==> config.mk <==
export PLATFORM = sky130hd
export DESIGN_NAME = fwd_hazard_unit
export DESIGN_NICKNAME = d
export VERILOG_FILES = /design/src/rtl/fwd_hazard_unit.sv
export SDC_FILE = /design/constraint.sdc
export NUM_CORES = 1
export LEC_CHECK = 0
export CAP_MARGIN = 10
export CORE_MARGIN = 2
export CORE_UTILIZATION = 33
export CTS_BUF_LIST = sky130_fd_sc_hd__clkbuf_16
export DETAILED_ROUTE_END_ITERATION = 7
export HOLD_SLACK_MARGIN = 0.1
export PLACE_DENSITY_LB_ADDON = 0.12
export SLEW_MARGIN = 40
export SYNTH_ARGS = -nofsm -noshare
export SYNTH_HDL_FRONTEND = slang
export SYNTH_SLANG_ARGS = --single-unit
==> constraint.sdc <==
create_clock -name clk -period 2.36 [get_ports clk]
set_clock_uncertainty 0.15 [all_clocks]
set_input_delay 0.472 -clock clk [delete_from_list [all_inputs] [get_ports clk]]
set_output_delay 0.472 -clock clk [all_outputs]
set_load 0.005 [all_outputs]
==> src/rtl/fwd_hazard_unit.sv <==
// Forwarding select and multi-cycle load-use stall unit for the ID/EX stage.
// Optional stall statistics counter enabled by defining FU_STALL_CNT_EN.
module fwd_hazard_unit #(
  parameter int REG_AW   = 5,
  parameter int NUM_SRC  = 2,
  parameter int LOAD_LAT = 1,
  parameter int CNT_W    = 16
) (
  input  logic                      clk,
  input  logic                      rst,
  input  logic [NUM_SRC-1:0]        ex_need,
  input  logic [NUM_SRC*REG_AW-1:0] ex_src,
  input  logic                      mem_we,
  input  logic                      mem_is_load,
  input  logic [REG_AW-1:0]         mem_rdst,
  input  logic                      wb_we,
  input  logic [REG_AW-1:0]         wb_rdst,
  input  logic                      flush,
  output logic [2*NUM_SRC-1:0]      fwd_sel,
  output logic                      stall,
  output logic [CNT_W-1:0]          stall_cycles
);

  typedef enum logic {IDLE, WAIT} state_t;

  localparam logic [3:0] LAT_M1 = 4'(LOAD_LAT - 1);

  state_t             state, state_nx;
  logic [3:0]         cnt, cnt_nx;
  logic [NUM_SRC-1:0] mem_match, mem_hit, wb_hit;
  logic               hazard;

  // NOTE: every combinational output gets a default before any branch so no latch is inferred.
  always_comb begin
    fwd_sel   = '0;
    mem_match = '0;
    mem_hit   = '0;
    wb_hit    = '0;
    for (int i = 0; i < NUM_SRC; i++) begin
      mem_match[i] = mem_we && (mem_rdst == ex_src[i*REG_AW +: REG_AW]);
      mem_hit[i]   = ex_need[i] && mem_match[i];
      wb_hit[i]    = ex_need[i] && wb_we && (wb_rdst == ex_src[i*REG_AW +: REG_AW]);
      // A younger producer in EX/MEM shadows MEM/WB even when it is a load.
      if (mem_hit[i] && !mem_is_load)
        fwd_sel[2*i +: 2] = 2'b10;
      else if (wb_hit[i] && !mem_match[i])
        fwd_sel[2*i +: 2] = 2'b01;
    end
  end

  assign hazard = mem_is_load && (|mem_hit);

  always_comb begin
    state_nx = state;
    cnt_nx   = cnt;
    stall    = 1'b0;
    case (state)
      IDLE: begin
        stall = hazard;
        if (hazard && (LOAD_LAT > 1)) begin
          state_nx = WAIT;
          cnt_nx   = LAT_M1;
        end
      end
      WAIT: begin
        stall  = 1'b1;
        cnt_nx = cnt - 4'd1;
        if (cnt == 4'd1)
          state_nx = IDLE;
      end
      default: state_nx = IDLE;
    endcase
    if (flush) begin
      state_nx = IDLE;
      cnt_nx   = '0;
    end
    if (rst)
      stall = 1'b0;
  end

  // NOTE: state flops use non-blocking assignments so all of them update together at the edge.
  always_ff @(posedge clk or posedge rst) begin
    if (rst) begin
      state <= IDLE;
      cnt   <= '0;
    end else begin
      state <= state_nx;
      cnt   <= cnt_nx;
    end
  end

`ifdef FU_STALL_CNT_EN
  logic [CNT_W-1:0] stall_cnt;

  always_ff @(posedge clk or posedge rst) begin
    if (rst)
      stall_cnt <= '0;
    else if (stall && (stall_cnt != {CNT_W{1'b1}}))
      stall_cnt <= stall_cnt + 1'b1;
  end

  assign stall_cycles = stall_cnt;
`else
  assign stall_cycles = '0;
`endif

endmodule

After elaboration in Yosys (flattened, before gate mapping)
Index checks and enable logic that the tools add are counted.

Add/subtract/negate cells: 1. Mux-type cells: 11. $mul: 0. Bitwise gates (word level): 1. Shift-type cells: 0. Eq/ne operators: 5. Div/mod/pow operators: 0. Magnitude comparators: 0. Reduce and logical (&&, ||, !) cells: 18.

Operators by type and width (number): equality test 5 bit (4); logical AND 1 bit (13); two-way mux 4 bit (2); two-way mux 1 bit (6); equality test 4 x 1 -> 1 bit, second input constant (1); two-way mux 2 bit (2); subtractor 4 x 1 -> 4 bit, second input constant (1); logical NOT 1 bit (3); one-hot mux 1 bit (2 select lines) (1); nonzero test 2 bit (1); OR reduction 2 bit (1); inverter 1 bit (1).

Bits in writable memories: 0. Word-level logic and storage cells: 38. Register bits after elaboration: 5. Bits in latches: 0. ROM bits: 0. Memories kept: 0.

Logic depth before layout (Yosys ltp)
Depth after elaboration: 7. Gate-level depth with buffers: 5.

Worst setup path after synthesis
Ideal clock, no wire load.

Path kind: input-to-output. Start: in mem_rdst[3]. End: out stall. Data required time: 1.738 ns. Setup slack: 0.230 ns. Path buffers: 0. Stages: 4. Arrival time: 1.508 ns. Cells stage by stage: xor2_1 a21o_1 or4b_4 a311oi_2.

Longest elaborated chain between the ends: 7. Elaborated cells between the ends (all ways): 10. Those cells by class: eq/ne: 2; mux: 2; reduce/logical: 6.

Ends and longest elaborated chain: start: declaration (line 15) `input logic [REG_AW-1:0] mem_rdst,`; equality test 5 bit (line 40) `mem_match[i] = mem_we && (mem_rdst == ex_src[i*REG_AW +: REG_AW]);`; logical AND 1 bit (line 40); logical AND 1 bit (line 41) `mem_hit[i] = ex_need[i] && mem_match[i];`; OR reduction 2 bit (*) (line 51) `assign hazard = mem_is_load && (|mem_hit);`; logical AND 1 bit (*) (line 51); one-hot mux 1 bit (2 select lines) (*) (line 57) `case (state)`; two-way mux 1 bit (*) (line 77) `if (rst)`; end: declaration (line 20) `output logic stall,`.

Every way passes the cells marked *; elsewhere a longest branch is shown, timed or not.

Worst setup path after layout
Start: in ex_src[8]. End: out stall.

Longest elaborated chain between the ends: 7.

Ends and longest elaborated chain: start: declaration (line 12) `input logic [NUM_SRC*REG_AW-1:0] ex_src,`; equality test 5 bit (line 40); logical AND 1 bit (line 40); logical AND 1 bit (line 41); OR reduction 2 bit (line 51); logical AND 1 bit (line 51); one-hot mux 1 bit (2 select lines) (line 57); two-way mux 1 bit (line 77).

Every way passes these cells.

==> impl_results.md <==
* Data required, critical path at 1.74 ns
* Pwr Total at 490 µW
* Switching Share at 23.1%
* Core area at 0.00192 mm²
* Setup crit start: ex_src[8]
* IO Count at 49
* Status: finished with violations
* Die H at 48.5 µm
* Placed cells at 156
* Site Rows at 16
* Synth-to-layout area growth at 73.4%
* Synth Warn # at 0
* Antenna violations before repair at 0
* Initial detailed-routing violation count at 6
* RSZ-0062 raised after global routing: yes
* Power share of the sequential group at 17.6%
* Clock sink count at 5
* Worst setup EP type: primary output
* Reg clk slew, reported paths at 0.03 ns
* First-pass GRT wire length at 2770 µm
* Via count at 674
* Leak at 0.000575 µW
* Min setup slack post-route at -0.0551 ns
* Hold WC Path Type: input pin to asynchronous set/reset pin
* Final net count at 164
* Yosys reg bits at 5
* Post-Syn Instances at 80
* Detailed-route wire length per cell at 10.8 µm
* Htree depth at 1
* Startpoint types: input pin
* Gate power share at 26.0%
* CP arrival at 1.79 ns
* Setup_tns at -0.0551 ns
* Pre-Repair DR Iteration Count at 4
* CTS Buffer Depth at 2
* Clock power share at 56.4%
* Dpl hpwl at 1430 µm
* Port Buffer Count at 32
* Reg2reg start: state$_DFF_PP0_
* Max Cap Viol at 0
* Fin crit share at 102%
* Final Hold Slack at 0.348 ns
* Max-slew violation count at 0
* Final min period at 2.42 ns
* Vias in the first global route at 682
* CTS tree: built
* Post-Syn Area at 654 µm²
* Largest net degree at the start of global routing at 6
* Max Clk Rate at 414 MHz
* # setup viols final at 1
* CTS buffer count at 3
* Full die area at 0.00236 mm²
* Post-CTS Setup Repair Bufs at 0
* Final GP Congestion at 0.778
* Die W at 48.5 µm
* Remaining global-route overflow at 0
* Failing checks: negative setup slack
* Fraction of registers with async set/reset at 100%
* Mean Syn Cell Area at 8.18 µm²
* Residual DRC count at 0
* Clock root buffer: clkbuf_16
* Share of cells above drive strength 1 at 39.8%
* Final Non-Filler Cells at 160
* Avg Vias per Cell at 4.21
* Util after Layout at 59.0%
* Pwr/cell area at 432 mW/mm²
* Antenna-violating nets left at 0
* WS Path Type: input pin to primary output
* Sequential fraction of the synthesis area at 19.1%
* VDD IR max at 0.000236 V
* Post-synth EDFFs at 0
* Fin. Hold Viols at 0
* Yosys cell types at 21
* Int Pwr at 377 µW
* Ys flop type: dfrtp_1
* Diode count at 0
* Drt total wl at 1720 µm
* NetSw at 113 µW
* Gr usage total at 15.1%
* Clk_lat worst skew at 0.23 ns
* Effective utilization at floorplan at 34.0%
* Max FO, Critical Path at 2
==> worst paths after layout <==
path	depth (start not counted)	slack, ns	endpoint
worst max-delay path	6	-0.06	stall
worst min-delay path	2	0.35	cnt[3]$_DFFE_PP0P_
worst max register to register	4	1.07	cnt[3]$_DFFE_PP0P_
worst min register to register	2	0.43	cnt[3]$_DFFE_PP0P_
max in group asynchronous	2	1.54	cnt[1]$_DFFE_PP0P_
min in group clk	2	0.43	cnt[3]$_DFFE_PP0P_
==> synthesized netlist by cell type (2+ instances only) <==
library cell | number | area share [%]
nand4_1 | 3 | 2.9
xor2_1 | 15 | 20
nor4_1 | 4 | 3.8
inv_1 | 5 | 2.9
xnor2_1 | 7 | 9.4
nand2_1 | 2 | 1.1
dfrtp_1 | 5 | 19
nor2_1 | 10 | 5.7
ha_1 | 2 | 3.8
buf_4 | 16 | 18
==> registers in the layout, summed over array words and instances, names as in the netlist <==
register,cells
cnt,4
state,1
==> layout by cell type (no fill, tap or decap), drive strengths merged, types with 2 or more instances in the layout <==
cell,count
xnor2,7
clkdlybuf4s50,6
dfrtp,5
ha,2
nand4,3
buf,30
xor2,15
nor4,4
conb,16
nor2,10
inv,7
clkbuf,9
nand2,2
dlygate4sd2,7
==> power groups by stage <==
stage          clock [µW]  combinational, µW  sequential, µW
6_report              276                127            86.3
5_1_grt               286                140            86.2
4_1_cts               280                124            86.3
3_5_place_dp            0                128            87.3
3_3_place_gp            0                127            87.3
2_1_floorplan           0               58.9            87.3
==> final cells by class <==
type | count | area, µm²
clock buffer | 3 | 75.1
clock inverter | 1 | 3.75
fill | 191 | 787
inverter | 6 | 22.5
multi-input combinational | 68 | 498
sequential | 5 | 125
tap | 27 | 33.8
timing repair buffer | 50 | 377
==> metrics by stage <==
stage / area [µm²] / setup slack (ns)
global route: 1130 / -0.134
finish: 1130 / -0.0551
global placement: 1080 / -0.820
floorplan: 711 / 0.230
detailed placement: 1080 / -0.864
CTS: 1140 / -0.0545
==> kinds of logic (layout without fill, tap and decap cells) <==
family,after synthesis,count (layout),share of synthesized area (%)
AND/OR/NAND/NOR,21,21,16.6
XOR/XNOR,22,22,29.4
flip-flops,5,5,19.1
AO/OA/AOI/OAI,6,6,7.07
other,1,16,0.573
adder cells (fa/ha/maj),2,2,3.82
multiplexers,1,1,1.53
buffers and inverters,22,60,21.8
==> metal layers <==
| metal | share of wire (%) | GRT usage [%] | vias up |
|---|---|---|---|
| met2 | 55 | 28.7 | 31 |
| met1 | 38 | 16.4 | 306 |
| met3 | 6.2 | 3.70 | 2 |
| met5 | 0 | 0 | - |
| met4 | 0.81 | 4.29 | 0 |
| li1 | - | - | 335 |
==> worst max-delay path, stage by stage <==
cell and delay, ns:
buf_6 0.09, xor2_1 0.15, a21o_1 0.17, or4b_4 0.49, a311oi_2 0.27, buf_2 0.15
==> what timing repair did <==
action | in CTS | in global routing
resized for setup | 77 | 14
setup endpoints to repair | 5 | 4
pin swaps | 17 | 11
hold endpoints to repair | 0 | 0
cloned | 0 | 0
hold buffers | 0 | 0
Power figures use the tool's default switching activity.
